--- src/rtl/mem_stage.sv ---
// MEM pipeline stage: byte-serial loads/stores over a shared 8-bit RAM port,
// arbitrated against fetch, with stallreq held until the access completes.
module mem_stage #(
    parameter int unsigned RAM_LAT = 1
) (
    input  logic        clk,
    input  logic        rst,
    input  logic [31:0] ex_wdata,
    input  logic [4:0]  ex_wd,
    input  logic        ex_wreg,
    input  logic [3:0]  ex_mem_op,
    input  logic [31:0] ex_mem_addr,
    input  logic [31:0] ex_sdata,
    input  logic        mem_gnt,
    input  logic [7:0]  ram_din,
    output logic [31:0] mem_wdata,
    output logic [4:0]  mem_wd,
    output logic        mem_wreg,
    output logic        stallreq,
    output logic        mem_req,
    output logic [31:0] ram_addr,
    output logic [7:0]  ram_dout,
    output logic        ram_we
);

    // Counter covers up to 4 issue cycles plus the read latency tail.
    localparam int unsigned CW = $clog2(RAM_LAT + 5);
    localparam logic [CW-1:0] CAP_OFS = CW'(RAM_LAT - 1);

    typedef enum logic [1:0] {IDLE, REQ, XFER, DONE} state_t;

    state_t        state, state_nx;
    logic [CW-1:0] cyc, cyc_nx;
    logic [31:0]   lbuf, lbuf_nx;

    logic          op_valid;
    logic          op_store;
    logic [2:0]    nbytes;
    logic [CW-1:0] last_cyc;
    logic [1:0]    iss_idx;
    logic [1:0]    cap_idx;
    logic          cap_en;
    logic [31:0]   ld_data;

    // Decode the memory op into validity, direction and byte count.
    always_comb begin
        op_valid = 1'b1;
        op_store = ex_mem_op[3];
        nbytes   = 3'd1;
        case (ex_mem_op)
            4'b0001, 4'b0100, 4'b1001: nbytes = 3'd1;
            4'b0010, 4'b0101, 4'b1010: nbytes = 3'd2;
            4'b0011, 4'b1011:          nbytes = 3'd4;
            default: begin
                op_valid = 1'b0;
                op_store = 1'b0;
            end
        endcase
    end

    // Transfer bookkeeping: issue index saturates so ram_addr holds while
    // load bytes are still in flight; capture trails issue by RAM_LAT-1.
    always_comb begin
        last_cyc = op_store ? (CW'(nbytes) - CW'(1))
                            : (CW'(nbytes) + CAP_OFS - CW'(1));
        iss_idx  = (cyc < CW'(nbytes)) ? cyc[1:0] : 2'(nbytes - 3'd1);
        cap_idx  = 2'(cyc - CAP_OFS);
        cap_en   = (state == XFER) && !op_store
                   && (int'(cyc) >= int'(RAM_LAT) - 1);
    end

    // Sign/zero extension of the assembled load word.
    always_comb begin
        case (ex_mem_op)
            4'b0001: ld_data = {{24{lbuf[7]}}, lbuf[7:0]};
            4'b0010: ld_data = {{16{lbuf[15]}}, lbuf[15:0]};
            4'b0011: ld_data = lbuf;
            4'b0100: ld_data = {24'd0, lbuf[7:0]};
            4'b0101: ld_data = {16'd0, lbuf[15:0]};
            default: ld_data = 32'd0;
        endcase
    end

    // State, byte counter and load buffer registers.
    always_ff @(posedge clk or posedge rst) begin
        if (rst) begin
            state <= IDLE;
            cyc   <= '0;
            lbuf  <= 32'd0;
        end else begin
            state <= state_nx;
            cyc   <= cyc_nx;
            lbuf  <= lbuf_nx;
        end
    end

    // Next-state logic; grant is only looked at in IDLE and REQ.
    always_comb begin
        state_nx = state;
        cyc_nx   = cyc;
        lbuf_nx  = lbuf;
        case (state)
            IDLE: begin
                cyc_nx  = '0;
                lbuf_nx = 32'd0;
                if (op_valid) state_nx = mem_gnt ? XFER : REQ;
            end
            REQ: begin
                if (mem_gnt) state_nx = XFER;
            end
            XFER: begin
                if (cap_en) lbuf_nx[{cap_idx, 3'b000} +: 8] = ram_din;
                if (cyc == last_cyc) begin
                    state_nx = DONE;
                    cyc_nx   = '0;
                end else begin
                    cyc_nx = cyc + CW'(1);
                end
            end
            DONE: state_nx = IDLE;
            default: state_nx = IDLE;
        endcase
    end

    // Output decode; everything is forced low while reset is asserted.
    always_comb begin
        mem_wdata = 32'd0;
        mem_wd    = 5'd0;
        mem_wreg  = 1'b0;
        stallreq  = 1'b0;
        mem_req   = 1'b0;
        ram_addr  = 32'd0;
        ram_dout  = 8'd0;
        ram_we    = 1'b0;
        case (state)
            IDLE: begin
                if (op_valid) begin
                    stallreq = 1'b1;
                    mem_req  = 1'b1;
                end else begin
                    mem_wdata = ex_wdata;
                    mem_wd    = ex_wd;
                    mem_wreg  = ex_wreg;
                end
            end
            REQ: begin
                stallreq = 1'b1;
                mem_req  = 1'b1;
            end
            XFER: begin
                stallreq = 1'b1;
                mem_req  = 1'b1;
                ram_addr = ex_mem_addr + 32'(iss_idx);
                if (op_store) begin
                    ram_dout = ex_sdata[{iss_idx, 3'b000} +: 8];
                    ram_we   = 1'b1;
                end
            end
            DONE: begin
                mem_wdata = ld_data;
                mem_wd    = ex_wd;
                mem_wreg  = ex_wreg;
            end
            default: ;
        endcase
        if (rst) begin
            mem_wdata = 32'd0;
            mem_wd    = 5'd0;
            mem_wreg  = 1'b0;
            stallreq  = 1'b0;
            mem_req   = 1'b0;
            ram_addr  = 32'd0;
            ram_dout  = 8'd0;
            ram_we    = 1'b0;
        end
    end

endmodule
--- config.mk ---
export PLATFORM = sky130hd
export DESIGN_NAME = mem_stage
export DESIGN_NICKNAME = d
export VERILOG_FILES = /design/src/rtl/mem_stage.sv
export SDC_FILE = /design/constraint.sdc
export NUM_CORES = 1
export LEC_CHECK = 0
export BUFFER_PORTS_ARGS = -buffer_cell sky130_fd_sc_hd__buf_2
export CAP_MARGIN = 15
export CORE_ASPECT_RATIO = 0.7
export CORE_MARGIN = 2
export CORE_UTILIZATION = 41
export CTS_CLUSTER_DIAMETER = 80
export CTS_CLUSTER_SIZE = 8
export DETAILED_ROUTE_END_ITERATION = 10
export PLACE_DENSITY = 0.78
export SYNTH_ARGS = -nofsm -noshare
export SYNTH_HDL_FRONTEND = slang
export SYNTH_SLANG_ARGS = --single-unit
--- constraint.sdc ---
create_clock -name clk -period 4.6 [get_ports clk]
set_input_delay 0.69 -clock clk [delete_from_list [all_inputs] [get_ports clk]]
set_output_delay 0.69 -clock clk [all_outputs]
set_load 0.02 [all_outputs]
==> impl_metrics.yaml <==
sta:
  period_minus_slack_ps: 4470
  tightest_slew_ps: 1080
  hold_viol: 0
  slew_viol_final: 0
  clock.fmax_mhz: 224
  relSlewSlack: 0.281
  fin_crit_sh: 0.971
  fin_setup_tns_ps: 0
  skew_ps: 7.22
  finalSetupViolations: 0
worst_setup_path:
  cpMaxStageDelayCell: "fa_2"
  arrival_ps: 3780
  crit_buf_inv: 4
  critical_path_class: "input pin to output port"
  worstPathCellList: "clkbuf_4 -> nand3b_1 -> o22a_1 -> ha_1 -> nand2_1 -> o21ai_4 -> mux2i_4 -> inv_2 -> fa_2 -> nand2b_4 -> nor4_4 -> buf_6 -> nand4_1 -> xor2_1 -> nor2_2 -> buf_4"
  critPathMaxStageDelay_ps: 370
  cp.required_ps: 3910
  reg2reg_slack_ps: 2130
  cp-start-kind: "input pin"
  rr_startpoint: "state[0]"
  crit_fanout: 10
  setup.worst_path.end_class: "output port"
  path_delay_family: "simple AND/OR/NAND/NOR gates"
  r2r_cells: 7
  timing.rr.end: "lbuf[26]"
logic_synthesis:
  post-synth-top-count-cell: "nor2_1"
  synth_edf_count: 0
  synth_cell_types: 51
  ys.flop_type: "dfrtp_1"
  ys_seq_area_frac: 0.259
  netlist_instances: 465
  synth_commonest_cells: "nor2_1 (66), nand2_1 (46), dfrtp_1 (37)"
  avgSynthCellArea_um2: 7.70
  synthTopCellsByArea: "dfrtp_1 (26%), nor2_1 (6.9%), a22oi_1 (6.7%)"
  async_flop_share: 1.00
  synth_seq_cells: 37
  yosys.area.top_type_share: 0.259
  yosysTopAreaCell: "dfrtp_1"
  synth_warnings: 0
  syn-cell-area_um2: 3580
  synth_fp_nets: 597
pwr:
  switching_share: 0.454
  p_per_area_nw_per_um2: 390
  vdd_drop_max_uv: 200
  p_clk_frac: 0.206
  p_switching_uw: 875
  combPwrFrac: 0.570
  leakagePower_nw: 2.66
  p_seq_frac: 0.224
  power.internal_mw: 1.05
detailed_routing:
  ant_nets: 0
  drtIter0Drc: 173
  drt_first_pass_iters: 4
  drc: 0
  wire_per_inst_um: 15.0
  vias: 4074
  viasPerCell: 5.25
  routed_wirelength_mm: 11.6
placed_design:
  dpl.hpwl_mm: 9.14
  io_buffers: 197
  gp_congestion: 0.882
  dpl.cell_count: 764
finish:
  drive_above_1_share: 0.372
  fillers: 769
  stdcell_count: 776
  antenna-diode-count: 0
  fin_nets: 787
  syn_to_final_growth_pct: 38.2
cts:
  clk_latency_ps: 280
  hold_buffers: 0
  cts_buffer_depth: 2
  cts_sinks: 37
  cts_tree: "built"
  numCtsBuffers: 5
  clkTransAtPathRegs_ps: 50
  cts_root_buf: "clkbuf_16"
  h-tree-depth: 2
status:
  status: "finished clean"
floorplan:
  core-area_um2: 8480
  die_w_um: 116
  die_area_um2: 9510
  rows: 28
  num_io_pins: 198
  floorplan.initialDensity: 0.422
  die_h_um: 82.2
grt:
  grt_pass1_vias: 3750
  grt_busiest_layer: "met2"
  gr-usage-met1: 0.311
  grt_util_met2: 0.401
  grt_pass1_wl_mm: 17.8
  grt_overflow: 0
  grt.met3_usage: 0.0467
  track_usage: 0.235
  antenna_found_initial: 0
  grt_max_degree: 39
worst_hold_path:
  worstHoldEndpoint: "lbuf[31]"
  min_path_type: "flip-flop to flip-flop"
  min-delay-start: "lbuf[31]"
  worstHoldPathCells: 2
flow_run:
  maxCapViolCount: 0
-- power by group through the flow --
stage	Clock [mW]	Sequential, mW	Combinational [mW]
after floorplan	0	0.415	0.792
after global placement	0	0.433	1.03
after detailed placement	0	0.435	1.06
after CTS	0.399	0.429	1.07
after global routing	0.418	0.438	1.20
final	0.397	0.432	1.10
-- registers in the layout (all words and copies together) (netlist names) --
register and count:
cyc 3, lbuf 32, state 2
-- cells by family after synthesis --
group,after synthesis,synth area share
xor gates and xnor gates,28,0.0685
AOI/OAI and AO/OA,125,0.237
buffers and inverters,54,0.0632
DFF,37,0.259
adders and majority gates,15,0.0545
muxes,22,0.0667
and+or+nand+nor,184,0.251
-- worst max-delay path by stage --
stage	startpoint	to	slack, ps	cells past startpoint
2_1_floorplan	ex_mem_op[2]	ram_addr[16]	20	17
3_3_place_gp	ex_mem_op[1]	ram_addr[28]	280	16
3_5_place_dp	ex_mem_op[1]	ram_addr[30]	140	16
4_1_cts	ex_mem_op[1]	ram_addr[30]	120	16
5_1_grt	ex_mem_op[1]	ram_addr[30]	-30	18
6_report	ex_mem_op[1]	ram_addr[30]	130	16
-- repair_timing --
action | CTS | global route
buffers inserted | 0 | 3
gates resized for setup | 0 | 14
setup endpoints to repair | 0 | 9
hold endpoints to repair | 0 | 0
-- per-stage QoR --
step | hold slack, ps | cell area, µm² | worst slack, ps | total power [mW] | utilization
6_report | 488 | 4950 | 131 | 1.93 | 0.584
5_1_grt | 520 | 4950 | -34.8 | 2.06 | 0.584
4_1_cts | 487 | 4860 | 121 | 1.89 | 0.574
3_5_place_dp | 473 | 4690 | 142 | 1.49 | 0.553
3_3_place_gp | 466 | 4690 | 281 | 1.46 | 0.553
2_1_floorplan | 451 | 3600 | 15.5 | 1.21 | -
-- cells in the final DEF, fill, tap and decap left out, drive strengths merged, types with 3 or more instances in the layout --
cell type    n
buf        211
nor2        66
nand2       46
dfrtp       37
a22oi       32
o21ai       32
a21o        25
inv         25
xor2        21
mux2i       20
nand3       15
nand4       14
ha          14
and2        10
a22o         8
o22ai        8
a21oi        8
clkbuf       8
nor3         7
xnor2        7
and4         6
or3          3
nand3b       3
and3         3
-- cell type report --
class,count,area [µm²],share of cell area
Clock buffer,7,143,0.0288
Multi-Input combinational cell,374,2500,0.505
Clock inverter,1,30.0,0.00607
Sequential cell,37,926,0.187
Tap cell,120,150,0.0303
Inverter,25,93.8,0.0190
Timing Repair Buffer,212,1110,0.224
-- per-layer routing --
| metal | share of wire | wire length, µm |
|---|---|---|
| met1 | 0.44 | 5060 |
| met2 | 0.46 | 5400 |
| met3 | 0.090 | 1050 |
| met4 | 0.0096 | 112 |
| met5 | 0 | 0 |
-- worst register-to-register path, stage by stage (launching register included) --
cell,delay (ps)
dfrtp_1,430
inv_1,100
ha_1,400
nor2_1,200
a41oi_1,430
o21ai_1,440
nand2_1,190
o21ai_0,100
No activity file was read; power rests on OpenSTA's default activity.
